**src/rtl/seq_detect_param.sv**
```systemverilog
// Parametrised serial-bit sequence detector: valid-qualified bits, configurable
// pattern/overlap, one-cycle registered match pulse and saturating match counter.
module seq_detect_param #(
  parameter int unsigned      PAT_W        = 4,
  parameter logic [PAT_W-1:0] PATTERN_INIT = 4'b1101,
  parameter logic             OVERLAP_INIT = 1'b1,
  parameter int unsigned      CNT_W        = 8
) (
  input  logic             sys_clk,
  input  logic             sys_rst,
  input  logic             en,
  input  logic             cfg_load,
  input  logic [PAT_W-1:0] cfg_pattern,
  input  logic             cfg_overlap,
  input  logic             cnt_clr,
  input  logic             in_valid,
  input  logic             in,
  output logic             out,
  output logic [CNT_W-1:0] match_cnt,
  output logic             cnt_sat,
  output logic [1:0]       state
);

  localparam int unsigned FILL_W = $clog2(PAT_W + 1);
  localparam logic [FILL_W-1:0] FILL_FULL = FILL_W'(PAT_W);

  typedef enum logic [1:0] {
    ST_IDLE   = 2'd0,
    ST_FILL   = 2'd1,
    ST_DETECT = 2'd2
  } state_t;

  state_t             state_q;
  logic [PAT_W-1:0]   window;
  logic [FILL_W-1:0]  fill;
  logic [PAT_W-1:0]   pattern_q;
  logic               overlap_q;

  logic               accept;
  logic [PAT_W-1:0]   win_nxt;
  logic [FILL_W-1:0]  fill_nxt;
  logic               full_nxt;
  logic               hit;
  logic [CNT_W-1:0]   cnt_nxt;

  assign state = state_q;

  // Candidate window/fill for an accepted bit and the resulting match decision
  always_comb begin
    accept   = en && !cfg_load && in_valid;
    win_nxt  = {window[PAT_W-2:0], in};
    fill_nxt = (fill == FILL_FULL) ? fill : fill + FILL_W'(1);
    full_nxt = (fill_nxt == FILL_FULL);
    hit      = accept && full_nxt && (win_nxt == pattern_q);
    if (cnt_clr) begin
      cnt_nxt = CNT_W'(hit);
    end else if (hit && !cnt_sat) begin
      cnt_nxt = match_cnt + CNT_W'(1);
    end else begin
      cnt_nxt = match_cnt;
    end
  end

  always_ff @(posedge sys_clk) begin
    if (sys_rst) begin
      state_q   <= ST_IDLE;
      window    <= '0;
      fill      <= '0;
      pattern_q <= PATTERN_INIT;
      overlap_q <= OVERLAP_INIT;
      out       <= 1'b0;
      match_cnt <= '0;
      cnt_sat   <= 1'b0;
    end else begin
      out <= hit;
      if (cfg_load) begin
        pattern_q <= cfg_pattern;
        overlap_q <= cfg_overlap;
      end
      // Disable or reconfiguration discards any partial match
      if (!en) begin
        state_q <= ST_IDLE;
        window  <= '0;
        fill    <= '0;
      end else if (cfg_load) begin
        state_q <= ST_FILL;
        window  <= '0;
        fill    <= '0;
      end else if (accept) begin
        if (hit && !overlap_q) begin
          state_q <= ST_FILL;
          window  <= '0;
          fill    <= '0;
        end else begin
          state_q <= full_nxt ? ST_DETECT : ST_FILL;
          window  <= win_nxt;
          fill    <= fill_nxt;
        end
      end else if (state_q == ST_IDLE) begin
        state_q <= ST_FILL;
      end
      match_cnt <= cnt_nxt;
      cnt_sat   <= &cnt_nxt;
    end
  end

endmodule

```
**config.mk**
```make
export PLATFORM = sky130hd
export DESIGN_NAME = seq_detect_param
export DESIGN_NICKNAME = d
export VERILOG_FILES = /design/src/rtl/seq_detect_param.sv
export SDC_FILE = /design/constraint.sdc
export NUM_CORES = 1
export LEC_CHECK = 0
export BUFFER_PORTS_ARGS = -buffer_cell sky130_fd_sc_hd__buf_2
export CAP_MARGIN = 40
export CORE_ASPECT_RATIO = 1.25
export CORE_UTILIZATION = 48
export DETAILED_ROUTE_END_ITERATION = 10
export PLACE_DENSITY = 0.74
export SLEW_MARGIN = 20
export SYNTH_ARGS = -nofsm -noshare
export SYNTH_HDL_FRONTEND = slang
export SYNTH_SLANG_ARGS = --single-unit
```
**constraint.sdc**
```tcl
create_clock -name sys_clk -period 2 [get_ports sys_clk]
set_input_delay 0.2 -clock sys_clk [delete_from_list [all_inputs] [get_ports sys_clk]]
set_output_delay 0.2 -clock sys_clk [all_outputs]
set_load 0.05 [all_outputs]
```
==> results_dict.tcl <==
set metrics [dict create \
    yosys-top-cells-area "sky130_fd_sc_hd__dfxtp_1, sky130_fd_sc_hd__xnor2_1, sky130_fd_sc_hd__xor2_1" \
    total_leakage_power_nw 0.5710 \
    min-delay-path-class "input pin to flop" \
    cts_hold_buf 0 \
    setup_ws_ps 134.9 \
    layout.nets 173 \
    final.setup.tns_ps 0 \
    post-dp-hpwl_um 1793 \
    post_synth_num_cell_types 38 \
    cp.arrival_ps 2100 \
    synth_ff_type "sky130_fd_sc_hd__dfxtp_1" \
    setup_viol 0 \
    post-place-ws_ps 3.548 \
    post-synth-top-area-cell "sky130_fd_sc_hd__dfxtp_1" \
    tritoncts "built" \
    die_area_mm2 0.002675 \
    antenna_left 0 \
    finalWorstPathRequiredPeriod_ps 1865 \
    finalHoldViolCount 0 \
    max_freq_mhz 536.2 \
    slew_headroom_pct 73.91 \
    antenna_found_initial 0 \
    ys_seq_elements 23 \
    cp_launch_type "flop" \
    synth-xor-area-share_pct 8.861 \
    drc 0 \
    mostFrequentLayoutCells "sky130_fd_sc_hd__buf_2, sky130_fd_sc_hd__dfxtp_1, sky130_fd_sc_hd__nor2_1, sky130_fd_sc_hd__nand2_1, sky130_fd_sc_hd__a21oi_1" \
    avgSynthCellArea_um2 9.195 \
    grt_setup_unrepaired "no" \
    grt_max_degree 14 \
    clk_latency_ps 310 \
    synth-edff-count 0 \
    vias_in_the_first_global_route 1024 \
    crit_chain "buf_4 -> ha_2 -> nand3b_1 -> o211ai_4 -> nor3_4 -> and4_1 -> a31oi_1 -> nor4_2" \
    die_height_um 57.58 \
    synth_top_cell_area_share_pct 38.82 \
    port-buffer-count 23 \
    clock-root-buffer "sky130_fd_sc_hd__clkbuf_4" \
    synth_warnings 0 \
    placementRows 19 \
    synth_nets 144 \
    cpPeakStageDelay_ps 340 \
    place_area_mm2 0.001335 \
    worst_ir_drop_vdd_uv 449.1 \
    flow.area_growth_from_synthesis_pct 21.84 \
    power_density_mw_per_mm2 519.5 \
    overflow 0 \
    post_drt_via_cell_ratio 5.527 \
    gpl.final_weighted_congestion 0.7742 \
    fin_util_pct 63.99 \
    finalClockSkew_ps 3.539 \
    clkSinkCount 23 \
    critical_path.slowest_cell "sky130_fd_sc_hd__dfxtp_2" \
    run_status "complete, no violations" \
    design_area_mm2 0.001445 \
    synth.yosys.seq_area_share_pct 38.82 \
    final_max_slew_viol_count 0 \
    diodes 0 \
    yosys.area_share.adder_pct 3.165 \
    grt_util_all_layers_pct 20.91 \
    drt-pass1-iter-count 5 \
    syn-instance-count 129 \
    synth_top_family_by_area "simple AND/OR/NAND/NOR gates" \
    synth-simple-area-share_pct 32.07 \
    die_width_um 46.46 \
    worst_slew_pin_slew_ps 390.8 \
    drt_iter0_markers 17 \
    synth_compound_area_share_pct 11.92 \
    synth_async_sr_flop_share_pct 0 \
    clock_path_buffers 2 \
    synth.mux.area_fraction_pct 2.532 \
    clk_pin_slew_ps 130 \
    detail_route.wl_per_cell_um 13.17 \
    numCtsBuffers 3 \
    worstPathMaxFanout 6 \
    mappedNetlistArea_mm2 0.001186 \
    ports_placed_on_the_boundary 24 \
    period_share_pct 93.26 \
    grt_first_pass_wirelength_um 4133 \
    crit_path_end_kind "flop" \
    finalPower_mw 0.7507 \
    placeableCoreArea_mm2 0.002258 \
    data_required_time_at_the_worst_endpoint_ps 2240 \
    initial_utilization_pct 52.52 \
    timing_worst_setup_path_type "flop to flop" \
    max_cap_violations 0 \
    wl_um 2476 \
    layout.cells.most_common "sky130_fd_sc_hd__buf_2" \
    htree_num_levels 1 \
    drive_above_1_share_pct 30.57 \
    vias 1039 \
]
[repair_timing]
action / CTS / global route
setup buffers: 1 / 3
gates cloned: 0 / 0
setup endpoints to repair: 1 / 8
resized for setup: 0 / 10
pin swaps: 2 / 7
[cells in the mapped netlist (2+ instances only)]
| cell type | instances |
|---|---|
| sky130_fd_sc_hd__xor2_1 | 6 |
| sky130_fd_sc_hd__a211o_1 | 4 |
| sky130_fd_sc_hd__mux2i_1 | 3 |
| sky130_fd_sc_hd__ha_1 | 3 |
| sky130_fd_sc_hd__nand4b_1 | 2 |
| sky130_fd_sc_hd__nand2b_1 | 3 |
| sky130_fd_sc_hd__a21oi_1 | 9 |
| sky130_fd_sc_hd__or2_2 | 2 |
| sky130_fd_sc_hd__nand2_1 | 10 |
| sky130_fd_sc_hd__inv_1 | 3 |
| sky130_fd_sc_hd__dfxtp_1 | 23 |
| sky130_fd_sc_hd__clkbuf_1 | 3 |
| sky130_fd_sc_hd__nand4_1 | 3 |
| sky130_fd_sc_hd__nor2_1 | 13 |
| sky130_fd_sc_hd__xnor2_1 | 6 |
| sky130_fd_sc_hd__and3_1 | 3 |
| sky130_fd_sc_hd__nor4_2 | 2 |
| sky130_fd_sc_hd__nand3_1 | 5 |
| sky130_fd_sc_hd__nor2b_1 | 6 |
| sky130_fd_sc_hd__nand3b_1 | 2 |
[power breakdown]
part	switching, mW	internal, mW	total (mW)
registers	0.00544	0.466	0.472
logic	0.0342	0.0285	0.0627
clock network	0.141	0.0747	0.216
[kinds of logic after synthesis]
kind of cell,Yosys count
AND/OR/NAND/NOR,60
flip-flops,23
AO/OA/AOI/OAI,20
XOR/XNOR,12
buffers and inverters,8
multiplexers,3
adder cells (fa/ha/maj),3
[registers in the layout, indices dropped and copies added, names as in the netlist]
register	flops
window	3
cnt_sat	1
pattern_q	4
overlap_q	1
out	1
match_cnt	8
fill	3
state	2
[metal layers]
layer  vias to the layer above  global-route usage, %  wire length, µm  part of all wire [%]
met5                         -                      0                0                     0
met4                         0                  8.824               32                   1.3
met3                         4                  2.848               90                   3.6
met2                        24                  37.10             1255                    51
met1                       496                  23.58             1098                    44
li1                        515                      -                -                     -
[critical path, delay by kind of cell (launching register included)]
kind | cells | cell delay [ps]
buffers and inverters | 1 | 140
DFF | 1 | 340
and+or+nand+nor | 4 | 910
adders and majority gates | 1 | 200
AOI/OAI and AO/OA | 2 | 190
[through the flow]
| stage | hold WS (ps) | cells |
|---|---|---|
| after floorplan | 317.9 | 129 |
| after global placement | 401.3 | 180 |
| after detailed placement | 411.1 | 180 |
| after CTS | 81.01 | 185 |
| after global routing | 85.61 | 188 |
| final | 84.83 | 188 |
[final timing paths]
| kind | from | to | slack (ps) | cells after the start |
|---|---|---|---|---|
| max | fill[0] | cnt_sat | 130 | 8 |
| min | cfg_pattern[3] | pattern_q[3] | 80 | 2 |
| max reg2reg | fill[0] | cnt_sat | 130 | 8 |
| min reg2reg | window[2] | window[2] | 490 | 2 |
[area by class of cell]
cell class,count,area (µm²)
Fill cell,212,813.3
Timing Repair Buffer,29,163.9
Inverter,3,11.26
Sequential cell,23,462.9
Clock inverter,1,5.005
Clock buffer,3,22.52
Multi-Input combinational cell,98,740.7
Tap cell,31,38.79
Power figures use the tool's default switching activity.
